==> config.mk <==
export PLATFORM = sky130hd
export DESIGN_NAME = cpld_bank_cfg_ctrl
export DESIGN_NICKNAME = d
export VERILOG_FILES = /design/src/rtl/cpld_bank_cfg_ctrl.sv
export SDC_FILE = /design/constraint.sdc
export NUM_CORES = 1
export LEC_CHECK = 0
export BUFFER_PORTS_ARGS = -buffer_cell sky130_fd_sc_hd__buf_2
export CORE_MARGIN = 1
export CORE_UTILIZATION = 45
export DETAILED_ROUTE_END_ITERATION = 6
export PLACE_DENSITY = 0.83
export SLEW_MARGIN = 20
export SYNTH_ARGS = -nofsm -noshare
export SYNTH_HDL_FRONTEND = slang
export SYNTH_SLANG_ARGS = --single-unit
export TNS_END_PERCENT = 100
==> constraint.sdc <==
create_clock -name clk -period 2.2 [get_ports clk]
set_input_delay 0.22 -clock clk [delete_from_list [all_inputs] [get_ports clk]]
set_output_delay 0.22 -clock clk [all_outputs]
set_load 0.01 [all_outputs]
==> src/rtl/cpld_bank_cfg_ctrl.sv <==
// Bank-select sequencer: filters Z80 OUT writes to 0x7Fxx with data[7:6]==11 and commits them to ramblock_q.
// DEFER_COMMIT_EN selects a commit deferred to a safe point outside memory cycles; without it the commit happens when IORQ* is released.
module cpld_bank_cfg_ctrl #(
   parameter logic [5:0] RESET_BLOCK = 6'b000000
`ifdef DEFER_COMMIT_EN
   ,
   parameter int         SAFE_CYCLES = 2,
   parameter int         MAX_WAIT    = 15,
   parameter int         CNT_W       = 4
`endif
) (
   input  logic       clk,
   input  logic       reset_b,
   input  logic       iorq_b,
   input  logic       wr_b,
   input  logic       m1_b,
   input  logic       mreq_b,
   input  logic       adr15,
   input  logic [7:0] data,
   output logic [5:0] ramblock_q,
   output logic       cfg_pending,
   output logic       cfg_update
);

   typedef enum logic [1:0] {S_IDLE, S_QUAL, S_WAIT_IO, S_COMMIT} state_t;

   state_t     state_q, state_d;
   logic [5:0] ramblock_d;
   logic [5:0] pending_q, pending_d;
   logic       pend_flag_q, pend_flag_d;
   logic       cfg_update_q, cfg_update_d;
   logic       q;
   logic       capture;

   assign q       = !iorq_b && !wr_b && m1_b && !adr15;
   assign capture = (state_q == S_QUAL) && q && (data[7:6] == 2'b11);

`ifdef DEFER_COMMIT_EN
   logic [CNT_W-1:0] safe_cnt_q, safe_cnt_d;
   logic [CNT_W-1:0] wait_cnt_q, wait_cnt_d;
   logic             commit_go;

   assign commit_go = (mreq_b && (safe_cnt_q == CNT_W'(SAFE_CYCLES - 1))) ||
                      (wait_cnt_q == CNT_W'(MAX_WAIT));
`else
   logic unused_mreq;
   assign unused_mreq = mreq_b;
`endif

   always_ff @(posedge clk or negedge reset_b) begin
      if (!reset_b) begin
         state_q      <= S_IDLE;
         ramblock_q   <= RESET_BLOCK;
         pending_q    <= 6'd0;
         pend_flag_q  <= 1'b0;
         cfg_update_q <= 1'b0;
`ifdef DEFER_COMMIT_EN
         safe_cnt_q   <= '0;
         wait_cnt_q   <= '0;
`endif
      end else begin
         state_q      <= state_d;
         ramblock_q   <= ramblock_d;
         pending_q    <= pending_d;
         pend_flag_q  <= pend_flag_d;
         cfg_update_q <= cfg_update_d;
`ifdef DEFER_COMMIT_EN
         safe_cnt_q   <= safe_cnt_d;
         wait_cnt_q   <= wait_cnt_d;
`endif
      end
   end

   always_comb begin
      state_d = state_q;
      case (state_q)
         S_IDLE:    if (q) state_d = S_QUAL;
         S_QUAL:    state_d = q ? S_WAIT_IO : S_IDLE;
         S_WAIT_IO: begin
            if (iorq_b) begin
`ifdef DEFER_COMMIT_EN
               state_d = pend_flag_q ? S_COMMIT : S_IDLE;
`else
               state_d = S_IDLE;
`endif
            end
         end
         S_COMMIT: begin
`ifdef DEFER_COMMIT_EN
            // A new write takes priority so the older pending value is abandoned.
            if (q)              state_d = S_QUAL;
            else if (commit_go) state_d = S_IDLE;
`else
            state_d = S_IDLE;
`endif
         end
         default:   state_d = S_IDLE;
      endcase
   end

   always_comb begin
      ramblock_d   = ramblock_q;
      pending_d    = pending_q;
      pend_flag_d  = pend_flag_q;
      cfg_update_d = 1'b0;
`ifdef DEFER_COMMIT_EN
      safe_cnt_d   = '0;
      wait_cnt_d   = '0;
`endif
      if (capture) begin
         pending_d   = data[5:0];
         pend_flag_d = 1'b1;
      end
`ifdef DEFER_COMMIT_EN
      if ((state_q == S_COMMIT) && !q) begin
         if (commit_go) begin
            ramblock_d   = pending_q;
            cfg_update_d = 1'b1;
            pend_flag_d  = 1'b0;
         end else begin
            safe_cnt_d = mreq_b ? safe_cnt_q + 1'b1 : '0;
            wait_cnt_d = (wait_cnt_q == CNT_W'(MAX_WAIT)) ? wait_cnt_q : wait_cnt_q + 1'b1;
         end
      end
`else
      if ((state_q == S_WAIT_IO) && iorq_b && pend_flag_q) begin
         ramblock_d   = pending_q;
         cfg_update_d = 1'b1;
         pend_flag_d  = 1'b0;
      end
`endif
   end

   assign cfg_pending = pend_flag_q;
   assign cfg_update  = cfg_update_q;

endmodule
==> results_tabular.tex <==
\begin{tabular}{lr}
\hline
Metric & Value \\
\hline
\multicolumn{2}{l}{\textbf{Synth}} \\
\quad Synth unique cells & 11 \\
\quad Number of instances in the synthesized netlist & 38 \\
\quad Proportion of synthesized chip area in sequential cells & 0.654 \\
\quad Synthesized cell area & 612 sq um \\
\quad Syn. warnings & 0 \\
\quad Avg Synthesized Cell Area & 16.1 sq um \\
\quad Flops \& latches, synth & 16 \\
\quad Syn nets & between 50 and 60 \\
\multicolumn{2}{l}{\textbf{Global route}} \\
\quad Number of antenna violations at the first check in global routing & 0 \\
\quad Largest net degree at the start of global routing & 17 \\
\quad Total grt overflow & 0 \\
\quad Overall routing resource usage & 0.152 \\
\quad Global-route wire length before repair & around 1400 um \\
\quad Via count of the first global-routing pass & 344 \\
\multicolumn{2}{l}{\textbf{Critical path}} \\
\quad Setup Crit Path Kind & reg -> reg \\
\quad Category of the worst setup path launch point & flip-flop \\
\quad Data arrival at the endpoint of the critical path & between 1.5 and 2 ns \\
\quad Largest fanout on the critical path & 7 \\
\quad Critical Path Start & state\_q[1] \\
\quad Nature of the critical path endpoint & flip-flop \\
\quad Launch instance of the worst register-to-register path & state\_q[1] \\
\quad Worst Path Required & 2.37 ns \\
\multicolumn{2}{l}{\textbf{Drt}} \\
\quad DRC Markers & 0 \\
\quad Detail-routed via count per cell & 4.97 \\
\quad Routed len/inst & 12.0 um \\
\quad Detailed-router iteration count before antenna repair & 2 \\
\quad Number of nets with antenna violations after routing & 0 \\
\quad Drt total wl & about 940 um \\
\quad Starting DRT DRC Count & 3 \\
\quad Routed vias & 388 \\
\multicolumn{2}{l}{\textbf{Placed design}} \\
\quad Sum of net half-perimeters after detailed placement & 718 um \\
\quad Buffers on Ports & 21 \\
\quad Placed standard-cell area & 734 sq um \\
\quad GP Congestion & 0.619 \\
\multicolumn{2}{l}{\textbf{Power}} \\
\quad Clock Power Share & 0.362 \\
\quad Switching portion of total power & 0.195 \\
\quad Cell-internal power & 412 uW \\
\quad Gate power share & 0.052 \\
\quad Sequential group share of total power & 0.586 \\
\quad Switching Power & approximately 100 uW \\
\quad Static leakage & around 0.00044 uW \\
\quad Power per cell area & roughly 660 nW/um\^{}2 \\
\quad Highest ir drop seen on vdd & 0.000517 V \\
\multicolumn{2}{l}{\textbf{Die}} \\
\quad Die outline area & between 1500 and 2000 sq um \\
\quad Number of I/O pins & 23 \\
\quad Core region area & $\sim$1200 sq um \\
\quad Initial core utilization & 0.516 \\
\quad Height of the die & 38.9 um \\
\quad Chip Width & 38.9 um \\
\quad Core Rows & 12 \\
\multicolumn{2}{l}{\textbf{Timing}} \\
\quad Worst setup skew after layout & 0.00536 ns \\
\quad Final setup violating endpoints & 0 \\
\quad Relative slew slack & 0.735 \\
\quad Hold violation count in the final report & 0 \\
\quad Period minus WS final & 1.78 ns \\
\quad Setup repair after global routing missed its margin & false \\
\quad Setup TNS Final & 0 ns \\
\quad Final max-slew violation count & 0 \\
\quad Post-route clock period utilization & 0.811 \\
\quad Transition time of the tightest slew-check pin & approximately 0.40 ns \\
\quad Max Clk Rate & roughly 560 MHz \\
\multicolumn{2}{l}{\textbf{CTS}} \\
\quad CTS H-Tree Depth & 1 \\
\quad Total number of clock tree sinks & 16 \\
\quad Master cell of the clock root buffer & clkbuf\_4 \\
\quad Number of buffers on the longest clock path & 2 \\
\quad Number of resized instances in the post-cts repair step & 0 \\
\quad Number of CTS-inserted buffers & 3 \\
\quad Clock latency reported for the late side of the worst-skew pair & 0.28 ns \\
\quad CTS tree & built \\
\quad Clk pin slew, worst setup/hold paths & $\sim$0.080 ns \\
\quad Hold bufs inserted after CTS & 1 \\
\quad Number of setup buffers added after CTS & 0 \\
\multicolumn{2}{l}{\textbf{Worst hold path}} \\
\quad Type of the worst min-delay path & in -> reg \\
\quad Start point of the worst min-delay path & wr\_b \\
\multicolumn{2}{l}{\textbf{Status}} \\
\quad Result of the run & finished clean \\
\multicolumn{2}{l}{\textbf{Layout}} \\
\quad Most common cell after layout, fill and taps aside & buf\_2 \\
\quad Share of cells above drive strength 1 & 0.609 \\
\quad P\&R area growth vs syn & 27.6\% \\
\quad Total area of sequential cells & 400 sq um \\
\quad Combined area of the multi-input logic cells & 204 sq um \\
\quad Final Cell Area & 781 sq um \\
\quad Number of inserted diodes & 0 \\
\quad NumNets Final & 80 \\
\quad Most frequent cells in the layout & 21 x buf\_2, 16 x dfrtp\_1, 12 x mux2\_2 \\
\quad Total of fill cells in the finished design & 91 \\
\multicolumn{2}{l}{\textbf{Run}} \\
\quad \# Max-Cap Violations & 0 \\
\hline
\end{tabular}
-- critical path: stages (launching register included) --
cell and delay [ns]:
dfrtp_1 0.40, or4b_4 0.53, nor3_4 0.37, mux2_2 0.38
-- metrics by stage --
step,instances,hold WS (ns),power (uW),utilization,setup slack [ns]
finish,78,0.163,512,0.658,0.416
floorplan,38,-0.0756,312,-,0.544
global placement,73,0.143,331,0.619,0.412
global route,78,0.148,537,0.658,0.321
detailed placement,73,0.141,331,0.619,0.403
CTS,78,0.159,517,0.658,0.390
-- Yosys cell counts, drive strengths merged --
cell type | number | area share
mux2 | 12 | 0.22
o31ai | 1 | 0.012
nor3 | 2 | 0.035
nand3 | 1 | 0.0082
o21a | 1 | 0.012
dfrtp | 16 | 0.65
inv | 2 | 0.012
or4b | 1 | 0.022
nand3b | 1 | 0.012
nand4 | 1 | 0.010
-- final cells by class --
class,instances,area share
Inverter,2,0.00962
Multi-Input combinational cell,20,0.261
Clock buffer,4,0.0465
Sequential cell,16,0.513
Timing Repair Buffer,22,0.147
Tap cell,14,0.0224
-- logic make-up (layout without fill, tap and decap cells) --
logic type / Yosys count / in the layout / synth area share
flip-flops: 16 / 16 / 0.654
AND/OR/NAND/NOR: 6 / 6 / 0.0879
AO/OA/AOI/OAI: 2 / 2 / 0.0245
multiplexers: 12 / 12 / 0.221
buffers and inverters: 2 / 28 / 0.0123
-- power by group through the flow --
stage | Clock (uW) | Combinational, uW | Sequential [uW]
after floorplan | 0 | 6.36 | 306
after global routing | 206 | 29.9 | 301
after detailed placement | 0 | 25.7 | 306
after CTS | 190 | 27.2 | 300
final | 186 | 26.6 | 300
after global placement | 0 | 25.1 | 306
-- per-layer routing --
layer	track usage	routed length (um)	part of all wire	vias up
met5	0	0	0	-
met4	0.0776	0	0	0
met3	0.0520	65	0.070	0
met2	0.217	430	0.46	16
met1	0.204	440	0.47	182
li1	-	-	-	190
-- flip-flops by register name (all words and copies together) (netlist names) --
signal and cells:
ramblock_q 6, cfg_pending 1, state_q 2, cfg_update 1
pending_q 6
-- worst paths after layout --
path                       depth (start not counted)            to  slack, ns
max reg2reg                                        3  pending_q[3]       0.42
min in group asynchronous                          2    cfg_update       0.36
min                                                2    state_q[0]       0.16
max                                                3  pending_q[3]       0.42
min reg2reg                                        1    state_q[0]       0.47
max in group asynchronous                          2  pending_q[2]       1.58
Note: power is estimated with default switching activity, not from simulation.
